<file path="src/rtl/latch_bank_ctrl.sv">
// Write scheduler for a bank of level-sensitive D latches.
// Round-robin arbitration between requesters, then a setup/open/hold
// sequence around each latch enable pulse, plus a bank-wide clear.
// Every output that reaches the latch array comes straight from a flop.
//
//  state | meaning
//  ------+----------------------------------------------------------
//  IDLE  | arbitrate: clear has priority, else round-robin write grant
//  SETUP | lat_data driven with captured data, all enables low
//  OPEN  | enable of the captured address high (none if out of range)
//  HOLD  | enables low, data held; ack pulses in the last cycle
//  CLEAR | lat_reset low, enables low; clr_done in the last cycle
module latch_bank_ctrl #(
    parameter int NREQ      = 4,
    parameter int WIDTH     = 8,
    parameter int DEPTH     = 8,
    parameter int AW        = 3,
    parameter int SETUP_CYC = 1,
    parameter int OPEN_CYC  = 2,
    parameter int HOLD_CYC  = 1,
    parameter int CLR_CYC   = 2
) (
    input  logic                    clk,
    input  logic                    reset,
    input  logic [NREQ-1:0]         req,
    input  logic [NREQ*AW-1:0]      req_addr,
    input  logic [NREQ*WIDTH-1:0]   req_data,
    output logic [NREQ-1:0]         ack,
    input  logic                    clr_req,
    output logic                    clr_done,
    output logic [WIDTH-1:0]        lat_data,
    output logic [DEPTH-1:0]        lat_en,
    output logic                    lat_reset,
    output logic                    busy
);

    localparam int RW   = $clog2(NREQ);
    localparam int MAX1 = (SETUP_CYC > OPEN_CYC) ? SETUP_CYC : OPEN_CYC;
    localparam int MAX2 = (HOLD_CYC > CLR_CYC) ? HOLD_CYC : CLR_CYC;
    localparam int MAXC = (MAX1 > MAX2) ? MAX1 : MAX2;
    // The counter only ever holds phase length minus one.
    localparam int CW   = (MAXC < 2) ? 1 : $clog2(MAXC);

    typedef enum logic [2:0] {IDLE, SETUP, OPEN, HOLD, CLEAR} state_t;

    state_t                  state_q;
    logic [CW-1:0]           cnt_q;
    logic [RW-1:0]           rr_q;
    logic [RW-1:0]           win_q;
    logic [RW-1:0]           win_d;
    logic [RW-1:0]           rr_d;
    logic [AW-1:0]           addr_q;
    logic                    found;
    logic [DEPTH-1:0]        en_dec;
    logic [NREQ-1:0]         ack_onehot;
    logic [NREQ-1:0]         ack_q;
    logic                    clr_done_q;
    logic [WIDTH-1:0]        lat_data_q;
    logic [DEPTH-1:0]        lat_en_q;
    logic                    lat_reset_q;
    logic                    busy_q;

    // Round-robin search: first requester at or after the pointer.
    always_comb begin
        found = 1'b0;
        win_d = rr_q;
        for (int k = 0; k < NREQ; k++) begin
            if (!found && req[(int'(rr_q) + k) % NREQ]) begin
                found = 1'b1;
                win_d = RW'((int'(rr_q) + k) % NREQ);
            end
        end
        rr_d = RW'((int'(win_d) + 1) % NREQ);
    end

    // Address decode; an address past the last entry enables nothing.
    always_comb begin
        en_dec = '0;
        for (int i = 0; i < DEPTH; i++) begin
            if (int'(addr_q) == i) en_dec[i] = 1'b1;
        end
    end

    assign ack_onehot = NREQ'(1) << win_q;

    // Sequencer: state, phase counter, and all registered outputs.
    always_ff @(posedge clk) begin
        if (!reset) begin
            state_q     <= IDLE;
            cnt_q       <= '0;
            rr_q        <= '0;
            win_q       <= '0;
            addr_q      <= '0;
            ack_q       <= '0;
            clr_done_q  <= 1'b0;
            lat_data_q  <= '0;
            lat_en_q    <= '0;
            lat_reset_q <= 1'b0;
            busy_q      <= 1'b0;
        end else begin
            ack_q      <= '0;
            clr_done_q <= 1'b0;
            case (state_q)
                IDLE: begin
                    lat_reset_q <= 1'b1;
                    lat_en_q    <= '0;
                    if (clr_req) begin
                        state_q     <= CLEAR;
                        cnt_q       <= CW'(CLR_CYC - 1);
                        lat_reset_q <= 1'b0;
                        busy_q      <= 1'b1;
                        if (CLR_CYC == 1) clr_done_q <= 1'b1;
                    end else if (found) begin
                        state_q    <= SETUP;
                        cnt_q      <= CW'(SETUP_CYC - 1);
                        win_q      <= win_d;
                        addr_q     <= req_addr[int'(win_d)*AW +: AW];
                        lat_data_q <= req_data[int'(win_d)*WIDTH +: WIDTH];
                        rr_q       <= rr_d;
                        busy_q     <= 1'b1;
                    end
                end
                SETUP: begin
                    if (cnt_q == '0) begin
                        state_q  <= OPEN;
                        cnt_q    <= CW'(OPEN_CYC - 1);
                        lat_en_q <= en_dec;
                    end else begin
                        cnt_q <= cnt_q - CW'(1);
                    end
                end
                OPEN: begin
                    if (cnt_q == '0) begin
                        state_q  <= HOLD;
                        cnt_q    <= CW'(HOLD_CYC - 1);
                        lat_en_q <= '0;
                        if (HOLD_CYC == 1) ack_q <= ack_onehot;
                    end else begin
                        cnt_q <= cnt_q - CW'(1);
                    end
                end
                HOLD: begin
                    if (cnt_q == '0) begin
                        state_q <= IDLE;
                        busy_q  <= 1'b0;
                    end else begin
                        cnt_q <= cnt_q - CW'(1);
                        if (cnt_q == CW'(1)) ack_q <= ack_onehot;
                    end
                end
                CLEAR: begin
                    if (cnt_q == '0) begin
                        state_q     <= IDLE;
                        lat_reset_q <= 1'b1;
                        busy_q      <= 1'b0;
                    end else begin
                        cnt_q <= cnt_q - CW'(1);
                        if (cnt_q == CW'(1)) clr_done_q <= 1'b1;
                    end
                end
                default: begin
                    state_q  <= IDLE;
                    lat_en_q <= '0;
                    busy_q   <= 1'b0;
                end
            endcase
        end
    end

    assign ack       = ack_q;
    assign clr_done  = clr_done_q;
    assign lat_data  = lat_data_q;
    assign lat_en    = lat_en_q;
    assign lat_reset = lat_reset_q;
    assign busy      = busy_q;

endmodule

</file>
<file path="config.mk">
export PLATFORM = sky130hd
export DESIGN_NAME = latch_bank_ctrl
export DESIGN_NICKNAME = d
export VERILOG_FILES = /design/src/rtl/latch_bank_ctrl.sv
export SDC_FILE = /design/constraint.sdc
export NUM_CORES = 1
export LEC_CHECK = 0
export CELL_PAD_IN_SITES_DETAIL_PLACEMENT = 1
export CELL_PAD_IN_SITES_GLOBAL_PLACEMENT = 2
export CORE_MARGIN = 4
export CORE_UTILIZATION = 25
export DETAILED_ROUTE_END_ITERATION = 16
export MAX_ROUTING_LAYER = met4
export PLACE_DENSITY_LB_ADDON = 0.1
export SYNTH_ARGS = -nofsm -noshare
export SYNTH_HDL_FRONTEND = slang
export SYNTH_SLANG_ARGS = --single-unit
</file>
<file path="constraint.sdc">
create_clock -name clk -period 2.2 [get_ports clk]
set_input_delay 0.22 -clock clk [delete_from_list [all_inputs] [get_ports clk]]
set_output_delay 0.22 -clock clk [all_outputs]
set_load 0.05 [all_outputs]
</file>
== Yosys cells after proc, flatten, opt, wreduce, memory -nomap -nowiden ==
Cells that the tools add are included.

* Add/subtract/negate cells: 5
* Multiply operators: 1
* Divide/modulo/power cells: 0
* Order comparisons: 4
* Eq/ne operators: 16
* Shift-type cells: 3
* Mux-type cells: 51
* Bitwise operators: 6
* Reductions and logical operators: 23

{| class="wikitable"
|+ Operators by type and width
! cell !! count
|-
| $shiftx 32x6->8 || 1
|-
| $mux 1 || 29
|-
| $pmux 8 s3 || 1
|-
| $mux 8 || 2
|-
| $eq 3x3->1 const B || 5
|-
| $mux 3 || 5
|-
| $eq 3x2->1 const B || 4
|-
| $lt 3x4->1 const B || 3
|-
| $pmux 3 s4 || 1
|-
| $shiftx 12x5->3 || 1
|-
| $reduce_or 2->1 || 5
|-
| $reduce_and 3->1 || 3
|-
| $bmux 1 s2 || 4
|-
| $mux 4 || 2
|-
| $ne 2x2->1 const B || 4
|-
| $pmux 4 s2 || 1
|-
| $eq 3x1->1 const B || 2
|-
| $logic_not 3->1 || 2
|-
| $mux 2 || 3
|-
| $pmux 1 s3 || 2
|-
| $reduce_and 2->1 || 3
|-
| $add 2x1->2 const B || 2
|-
| $add 2x2->2 const B || 2
|-
| $mul 2x2->4 const B || 1
|-
| other kinds (13) || 21
|}

* Register bits: 34
* Bits in latches: 0
* Memory bits (writable): 0
* ROM bits: 0
* Bits of input ports: 51
* Output and inout bits: 23
* Logic and storage cells: 120
* Memories: 0

== Longest topological paths before layout ==
Gate-level depths: netlist of run 1.

* Depth in word-level cells: 17
* Gate-level depth with buffers: 6
* Gate-level depth less buffers: 5

== Worst setup path after synthesis of run 1 ==
OpenSTA, ideal clock, no wires.

* Kind: register -> register
* From: register state_q[1]
* To: register addr_q[0]
* Setup time: 79 ps
* Arrival time: 1,426 ps
* Required time: 2,121 ps
* Path slack: 695 ps
* Stages on the path, launching flop included: 7
* Path buffers: 2
* Period minus slack after synthesis: 1,505 ps
* Cells stage by stage: dfxtp_1 buf_6 or3_4 nor3_4 nand3_2 buf_6 o221ai_2

* Longest elaborated chain between the ends: 2

{| class="wikitable"
|+ Ends and longest elaborated chain
! what !! line !! RTL
|-
| start, declared || 46 || <nowiki>state_t state_q;</nowiki>
|-
| start signal, assigned || 89 || <nowiki>state_q <= IDLE;</nowiki>
|-
| start signal, assigned || 108 || <nowiki>state_q <= CLEAR;</nowiki>
|-
| start signal, assigned || 114 || <nowiki>state_q <= SETUP;</nowiki>
|-
| $logic_not 3->1 || 103 || <nowiki>case (state_q)</nowiki>
|-
| $reduce_and 3->1 (no line) || - ||
|-
| end signal, assigned || 117 || <nowiki>addr_q <= req_addr[int'(win_d)*AW +: AW];</nowiki>
|-
| end, declared || 52 || <nowiki>logic [AW-1:0] addr_q;</nowiki>
|}

Every way passes these cells.
A chain may end at the register's enable or synchronous reset.

== Worst setup path after layout of run 1 ==
* From: input req[2]
* To: register lat_data_q[2] (netlist: lat_data[2])

* Longest elaborated chain between the ends: 13
* Elaborated cells between the ends (all ways): 26
* Those cells by class: 1 x shift; 18 x mux; 7 x reduce/logical

{| class="wikitable"
|+ Ends and longest elaborated chain
! what !! line !! RTL
|-
| start, declared || 25 || <nowiki>input logic [NREQ-1:0] req,</nowiki>
|-
| $bmux 1 s2 || 68 || <nowiki>if (!found && req[(int'(rr_q) + k) % NREQ]) begin</nowiki>
|-
| $mux 1 (not written as such) || 68 ||
|-
| $mux 1 || 68 ||
|-
| $logic_not 1->1 || 68 ||
|-
| $logic_and 1x1->1 || 68 ||
|-
| $mux 1 || 68 ||
|-
| $logic_not 1->1 || 68 ||
|-
| $logic_and 1x1->1 || 68 ||
|-
| $mux 1 || 68 ||
|-
| $logic_not 1->1 || 68 ||
|-
| $logic_and 1x1->1 || 68 ||
|-
| $mux 2 / $mux 1 (equally long branches) || 68 ||
|-
| $shiftx 32x6->8 / $reduce_and 3->1 (equally long branches) || - ||
|-
| end signal, assigned || 118 || <nowiki>lat_data_q <= req_data[int'(win_d)*WIDTH +: WIDTH];</nowiki>
|-
| end, declared || 58 || <nowiki>logic [WIDTH-1:0] lat_data_q;</nowiki>
|}

Several ways; a longest one is shown, not always the timed one. The select of a mux whose other input is x is not followed.

==> impl_metrics.csv, run 1 <==
group,metric,value,unit
run_status,status,"finished clean",
drt,firstDrtPassIters,4,
timing,finalSetupTns,0,ns
clock_network,cts_tree,"done",
critical_path,critical_path_class,"input port to register",
floorplan,ios,74,
place,place_area,2720,µm²
clock_network,clock_latency,0.28,ns
power,p_int,1.26,mW
critical_path,cp.required,2.40,ns
critical_path,cp-start-kind,"input port",
timing,slew_headroom,64.3,%
timing,min_period,1.80,ns
power,netSwitchingPower,0.705,mW
power,powerDensity,700,nW/µm²
global_routing,grt_max_degree,25,
drt,wirelength,5.50,mm
synthesis,yosysWarnings,0,
synthesis,synth_cells,199,
power,power_frac_seq,38.1,%
critical_path,worstRegToRegCells,4,
floorplan,coreArea,7250,µm²
floorplan,dieArea,8910,µm²
synthesis,ys_seq_area_share,36.5,%
global_routing,overflow,0,
clock_network,cts_setup_buffers,0,
synthesis,yosys.area.top_type_share,36.5,%
power,switching_share,35.8,%
timing,grt_setup_unrepaired,"false",
critical_path,end_kind,"register",
timing,finalHoldViolCount,0,
cells_and_area,regArea,681,µm²
floorplan,die_w,94.4,µm
cells_and_area,n_fill_cell,839,
cells_and_area,area_delta_synth_final,50.8,%
power,peakVddDrop,0.177,mV
power,power,1.97,mW
cells_and_area,stdcell_area,2810,µm²
synthesis,synth.area.top_cells,"dfxtp_1, mux2i_1, o221ai_2, nor2_1, nand3_1",
critical_path,startpoint,"req[2]",
global_routing,grt_pass1_wl,8.89,mm
synthesis,syn_nets,250,
timing,max_freq,556,MHz
critical_path,critPathCapture,"lat_data[2]",
cells_and_area,fin_util,38.8,%
place,hpwl,4.30,mm
drt,drcViolationCount,0,
power,comb_power_share,37.2,%
timing,worst_pin_slew,0.534,ns
synthesis,syn_area_per_cell,9.37,µm²
cells_and_area,drive_gt1_share,14.4,%
clock_network,postCtsResizedCells,0,
cells_and_area,multi_input_area,1090,µm²
synthesis,synth_seq_cells,34,
clock_network,clockBufferDepth,2,
power,leakage,1.04,nW
drt,wire_per_inst,14.6,µm
drt,drtIter0Drc,37,
floorplan,die_h,94.4,µm
drt,viasPerCell,4.58,
synthesis,yosysTopAreaCell,"dfxtp_1",
global_routing,grt_pass1_vias,1807,
flow_run,cap_violations,0,
timing,setup_viol,0,
critical_path,cp_max_fo,11,
cells_and_area,fin_nets,328,
critical_path,r2r-start,"state_q[1]",
hold_path,hp-class,"register to register",
clock_network,numCtsBuffers,5,
floorplan,rows,31,
critical_path,worstPathArrival,2.00,ns
global_routing,antenna_found_initial,0,
clock_network,clock-sinks,34,
drt,antenna_left,0,
synthesis,synth_cell_types,37,
clock_network,cts-root-buf,"clkbuf_8",
timing,finClkSkew,0.0111,ns
timing,finalCritPeriodShare,81.8,%
timing,timing.final.ws_setup,0.401,ns
synthesis,synthesis.area,1870,µm²
place,io_buffers,73,
critical_path,r2r_end,"lat_data[2]",
global_routing,track_usage,13.1,%
place,pre_cts_ws,0.114,ns
timing,slew_violations,0,
critical_path,r2r_slack,0.44,ns
power,clockPowerShare,24.6,%
clock_network,postCtsHoldBufs,0,
floorplan,initial_core_util,25.7,%
clock_network,h-tree-depth,2,
clock_network,path_clk_slew,0.08,ns
drt,via_count,1727,
place,place_congestion,0.691,
cells_and_area,diodes,0,
-- worst max-delay path, stage by stage --
cell	delay, ns
clkdlybuf4s50_1	0.58
nor4_2	0.08
buf_4	0.15
nor2_2	0.11
nand3_2	0.15
or3_4	0.52
o221ai_2	0.18
-- synth_stat cells, drive strengths merged --
cell	instances
nor2b	3
dfxtp	34
a211oi	2
a21oi	11
inv	3
a311oi	1
nor2	27
or4	1
nand3	14
nand3b	2
nor3	6
o221ai	11
nor3b	1
a221oi	1
o21a	1
nand2	14
or3	3
o21ai	9
nand4b	1
and3	2
clkbuf	4
buf	7
nand2b	6
or2	2
nor4	1
xnor2	2
mux2i	30
-- flip-flops by register name, indices dropped and copies added (netlist names) --
name	flops
lat_data	8
lat_en	8
ack	4
addr_q	3
state_q	3
rr_q	2
win_q	2
busy	1
clr_done	1
cnt_q	1
lat_reset	1
-- final cells by class --
type                       count  share of cell area, %
clock inverter                 2                  0.445
clock buffer                   6                   2.93
tap                           99                   4.40
inverter                       3                  0.400
timing repair buffer          82                   28.8
multi-input combinational    151                   38.8
sequential                    34                   24.2
-- per-layer routing --
layer / part of all wire [%] / vias up / GRT usage (%)
met2: 50 / 36 / 22.1
met4: 0.45 / 0 / 3.25
li1: - / 873 / -
met5: 0 / - / -
met1: 45 / 816 / 15.8
met3: 4.5 / 2 / 2.79
-- power groups by stage --
stage	sequential, mW	combinational [mW]	clock (mW)
6_report	0.751	0.733	0.485
5_1_grt	0.763	0.797	0.524
4_1_cts	0.752	0.750	0.507
3_5_place_dp	0.764	0.748	0
3_3_place_gp	0.766	0.745	0
2_1_floorplan	0.857	0.395	0
-- metrics by stage --
stage / std cells / hold WS [ns]
global route: 377 / 0.519
detailed placement: 369 / 0.467
global placement: 369 / 0.456
floorplan: 199 / 0.385
finish: 377 / 0.483
CTS: 377 / 0.487
-- worst min path at each step --
stage / startpoint / slack (ns) / end / cells past startpoint
after global placement: lat_reset / 0.46 / lat_reset / 2
after floorplan: clr_req / 0.38 / state_q[2] / 2
after CTS: lat_reset / 0.49 / lat_reset / 2
after detailed placement: lat_reset / 0.47 / lat_reset / 2
after global routing: win_q[0] / 0.52 / ack[1] / 2
final: lat_reset / 0.48 / lat_reset / 2
-- cell families (layout without fill, tap and decap cells) --
kind of cell              Yosys count  count (layout)  synth area share (%)
xor gates and xnor gates            2               2                 0.939
muxes                              30              30                  16.1
buffers and inverters              14              93                  4.96
and+or+nand+nor                    83              83                  24.3
AOI/OAI and AO/OA                  36              36                  17.2
DFF                                34              34                  36.5
-- cell usage in the layout, fill, tap and decap left out, drive strengths merged, types with 3 or more instances in the layout --
master and count:
nand2b 6, clkbuf 6, nor3 6, dfxtp 34
buf 9, a21oi 11, o21ai 9, nand3 14
nor2b 3, nand2 14, nor2 27, o221ai 11
or3 3, mux2i 30, inv 3, clkdlybuf4s50 73
(Power assumes the default switching activity.)
==> run 2, diff against run 1 <==
Clock period 2.2 ns to 1.85 ns, I/O delays scaled along.
==> run 2 against run 1 <==
Against the previous run: hold slack lost 0.0088 ns; non-clock buffer count up 12; sequential share of layout area is 0.85 points lower; critical path depth is the same; setup slack lost 0.25 ns; power increased by 22%; critical path type unchanged; largest power group is now combinational cells; highest routed layer unchanged.
==> impl_metrics.csv, run 2 (synthesis gave the netlist of run 1 again) <==
group,metric,value,unit
run_status,status,"finished clean",
power,clockPowerShare,24.4,%
drt,via_count,1771,
place,hpwl,4.34,mm
power,peakVddDrop,0.324,mV
floorplan,rows,31,
floorplan,initial_core_util,25.7,%
drt,viasPerCell,4.55,
timing,finalCritPeriodShare,91.9,%
drt,drcViolationCount,0,
clock_network,cts-root-buf,"clkbuf_8",
place,pre_cts_ws,-0.150,ns
clock_network,cts_setup_buffers,0,
clock_network,clockBufferDepth,2,
critical_path,r2r-start,"rr_q[0]",
global_routing,grt_pass1_vias,1827,
drt,antenna_left,0,
timing,finalHoldViolCount,0,
floorplan,coreArea,7250,µm²
drt,firstDrtPassIters,4,
power,switching_share,35.5,%
cells_and_area,layout_commonest_cell,"clkdlybuf4s50_1",
timing,finClkSkew,0.00433,ns
clock_network,clock_latency,0.29,ns
critical_path,startpoint,"req[3]",
critical_path,cp_max_fo,11,
hold_path,worstHoldStart,"lat_reset",
power,powerDensity,824,nW/µm²
drt,wire_per_inst,14.2,µm
timing,min_period,1.70,ns
critical_path,worstRegToRegCells,7,
timing,worst_pin_slew,0.517,ns
cells_and_area,diodes,0,
critical_path,r2r_end,"lat_data[4]",
critical_path,critical_path_class,"input port to register",
timing,grt_setup_unrepaired,"false",
clock_network,cts_tree,"done",
power,p_int,1.55,mW
critical_path,worstPathArrival,1.92,ns
critical_path,cp.required,2.07,ns
clock_network,path_clk_slew,0.07,ns
power,power_frac_seq,36.5,%
timing,slew_violations,0,
drt,drtIter0Drc,30,
timing,timing.hold.ws,0.474,ns
cells_and_area,area_delta_synth_final,56.3,%
timing,setup_viol,0,
hold_path,hp-class,"register to register",
power,comb_power_share,39.1,%
global_routing,overflow,0,
floorplan,die_h,94.4,µm
floorplan,die_w,94.4,µm
clock_network,postCtsResizedCells,0,
drt,wirelength,5.51,mm
critical_path,critPathCapture,"lat_data[2]",
flow_run,cap_violations,0,
place,place_congestion,0.730,
timing,slew_headroom,65.5,%
global_routing,antenna_found_initial,0,
floorplan,ios,74,
floorplan,dieArea,8910,µm²
critical_path,end_kind,"register",
timing,max_freq,588,MHz
place,io_buffers,73,
critical_path,cp-start-kind,"input port",
global_routing,track_usage,13.6,%
power,leakage,1.11,nW
cells_and_area,drive_gt1_share,17.9,%
power,power,2.40,mW
clock_network,postCtsHoldBufs,0,
power,netSwitchingPower,0.852,mW
critical_path,r2r_slack,0.30,ns
clock_network,clock-sinks,34,
clock_network,h-tree-depth,2,
global_routing,grt_max_degree,21,
cells_and_area,final_cell_mix,"clkdlybuf4s50_1, dfxtp_1, mux2i_1",
clock_network,numCtsBuffers,5,
timing,timing.final.ws_setup,0.150,ns
global_routing,grt_pass1_wl,9.17,mm
cells_and_area,fin_nets,340,
-- run 2: cell count changes in the layout (fill, tap and decap cells not counted), sizes merged --
| cell | delta |
|---|---|
| buf | +12 |
-- run 2: critical path, cell delays in order --
cell	delay, ns
clkdlybuf4s50_1	0.49
buf_4	0.18
buf_4	0.13
a211oi_2	0.21
nor3_4	0.09
or3_4	0.45
o221ai_2	0.18
-- run 2: how the worst min path moves through the flow --
stage                      end  slack (ns)  depth (start not counted)
CTS                  lat_reset        0.49                          2
finish               lat_reset        0.47                          2
global placement     lat_reset        0.46                          2
global route            ack[1]        0.51                          1
floorplan           state_q[2]        0.35                          2
detailed placement   lat_reset        0.47                          2
-- run 2: metrics by stage --
| stage | util [%] | cell area, µm² | std cells | TNS [ns] |
|---|---|---|---|---|
| finish | 40.2 | 2920 | 389 | 0 |
| global route | 40.2 | 2920 | 389 | 0 |
| CTS | 40.2 | 2920 | 389 | 0 |
| detailed placement | 38.9 | 2820 | 381 | -1.68 |
| global placement | 38.9 | 2820 | 381 | -1.43 |
| floorplan | - | 1870 | 199 | 0 |
-- run 2: cell type report --
class / instances / area [µm²]
Fill cell: 869 / 4340
Inverter: 3 / 11.3
Clock buffer: 6 / 82.6
Tap cell: 99 / 124
Multi-Input combinational cell: 151 / 1090
Timing Repair Buffer: 94 / 913
Sequential cell: 34 / 681
Clock inverter: 2 / 12.5
-- run 2: power groups by stage --
stage	Sequential [mW]	Clock, mW	Combinational (mW)
after global placement	0.895	0	0.955
after CTS	0.880	0.618	0.957
final	0.877	0.585	0.940
after global routing	0.895	0.651	1.02
after floorplan	1.02	0	0.469
after detailed placement	0.896	0	0.955
-- run 2: metal layers --
metal	GRT usage [%]	vias up	routed length [µm]
met3	3.67	9	312
met4	4.33	0	73
met5	-	-	0
met2	22.7	37	2690
met1	16.0	825	2430
li1	-	900	-
==> run 3, diff against run 2 <==
Settings changed: PLACE_DENSITY set to 0.9, PLACE_DENSITY_LB_ADDON 0.1 to unset.
==> run 3 against run 2 <==
Against the previous run: final area shrank 1.5%; non-clock buffer count decreased by 6; clock power is 0.7% higher; hold slack better by 0.0021 ns; power decreased by 0.72%; setup slack worse by 0.020 ns; largest power group unchanged; highest routed layer unchanged.
==> impl_metrics.csv, run 3 (synthesis gave the netlist of run 1 again) <==
group,metric,value,unit
floorplan,coreArea,7250,µm²
timing,finalCritPeriodShare,93.0,%
clock_network,clock_latency,0.29,ns
place,io_buffers,73,
timing,min_period,1.72,ns
drt,antenna_left,0,
clock_network,path_clk_slew,0.07,ns
floorplan,ios,74,
power,power,2.39,mW
critical_path,cp_max_fo,11,
clock_network,postCtsHoldBufs,0,
critical_path,path_buf_inv,2,
floorplan,die_w,94.4,µm
cells_and_area,final_cell_mix,"clkdlybuf4s50_1, dfxtp_1, mux2i_1",
clock_network,cts_tree,"done",
power,leakage,1.08,nW
timing,finalHoldViolCount,0,
critical_path,crit_family,"buffers and inverters",
critical_path,r2r_slack,0.25,ns
timing,worst_pin_slew,0.532,ns
global_routing,grt_pass1_vias,1884,
place,placed_cells,375,
timing,max_freq,581,MHz
floorplan,initial_core_util,25.7,%
clock_network,clock-sinks,34,
global_routing,track_usage,13.1,%
critical_path,cp-start-kind,"input port",
drt,wire_per_inst,14.2,µm
global_routing,overflow,0,
clock_network,clockBufferDepth,2,
cells_and_area,n_fill_cell,848,
cells_and_area,fin_nets,334,
critical_path,cp.required,2.06,ns
cells_and_area,layout_commonest_cell,"clkdlybuf4s50_1",
clock_network,cts-root-buf,"clkbuf_8",
drt,drcViolationCount,0,
drt,viasPerCell,4.61,
timing,slew_violations,0,
power,powerDensity,831,nW/µm²
cells_and_area,fin_cells,383,
floorplan,die_h,94.4,µm
drt,firstDrtPassIters,4,
flow_run,cap_violations,0,
timing,setup_viol,0,
clock_network,postCtsResizedCells,0,
critical_path,max_stage_delay,0.62,ns
floorplan,dieArea,8910,µm²
global_routing,grt_pass1_wl,9.02,mm
cells_and_area,fin_util,39.6,%
timing,grt_setup_unrepaired,"false",
global_routing,antenna_found_initial,0,
clock_network,numCtsBuffers,5,
hold_path,hp-class,"register to register",
run_status,status,"finished clean",
cells_and_area,diodes,0,
clock_network,h-tree-depth,2,
critical_path,path_cells,"clkdlybuf4s50_1 -> nor4_2 -> buf_4 -> nor2_2 -> nand3_2 -> or3_4 -> o221ai_2",
floorplan,rows,31,
timing,finClkSkew,0.00398,ns
timing,timing.final.ws_setup,0.130,ns
drt,wirelength,5.43,mm
cells_and_area,area_delta_synth_final,53.9,%
timing,slew_headroom,64.4,%
place,place_congestion,0.829,
drt,drtIter0Drc,20,
place,pre_cts_ws,-0.163,ns
critical_path,end_kind,"register",
critical_path,critical_path_class,"input port to register",
critical_path,critPathSlowestCell,"clkdlybuf4s50_1",
critical_path,worstPathArrival,1.93,ns
cells_and_area,drive_gt1_share,16.2,%
clock_network,cts_setup_buffers,0,
global_routing,grt_max_degree,25,
power,peakVddDrop,0.276,mV
drt,via_count,1766,
place,hpwl,4.34,mm
[run 3: power by group]
part / total [mW] / switching, mW / internal, mW / leakage [nW]
clock: 0.589 / 0.290 / 0.299 / 0.0472
combinational: 0.914 / 0.492 / 0.421 / 0.751
sequential: 0.883 / 0.0733 / 0.809 / 0.278
total: 2.39 / 0.855 / 1.53 / 1.08
[run 3: worst paths after layout]
path,startpoint,endpoint,cells past startpoint
setup reg to reg,rr_q[1],rr_q[1],6
setup / recovery,req[3],lat_data[2],7
hold / removal,lat_reset,lat_reset,2
hold reg to reg,lat_reset,lat_reset,2
[run 3: per-stage QoR]
step	area [µm²]	hold slack, ns	setup TNS [ns]
floorplan	1870	0.350	0
global placement	2780	0.466	-0.993
detailed placement	2780	0.465	-1.49
CTS	2870	0.486	0
global route	2870	0.512	0
finish	2870	0.476	0
[run 3: worst reg2reg max path, stage by stage (launching register included)]
cell and delay, ns:
dfxtp_1 0.36, or3_1 0.38, nand4b_1 0.11, nand2_2 0.07
buf_12 0.17, xnor2_1 0.16, a211oi_1 0.26
[run 3: metal layers]
layer	share of wire, %	vias to the layer above	global-route usage [%]
met5	0	-	-
met4	0.96	0	3.25
met3	5.4	8	3.03
met2	50	41	22.8
met1	44	835	15.3
li1	-	882	-
[run 3: final cells by class]
type | count | area, µm² | area share (%)
Multi-Input combinational cell | 151 | 1090 | 38.0
Timing Repair Buffer | 88 | 868 | 30.2
Sequential cell | 34 | 681 | 23.7
Tap cell | 99 | 124 | 4.31
Clock buffer | 6 | 82.6 | 2.88
Clock inverter | 2 | 12.5 | 0.436
Inverter | 3 | 11.3 | 0.392
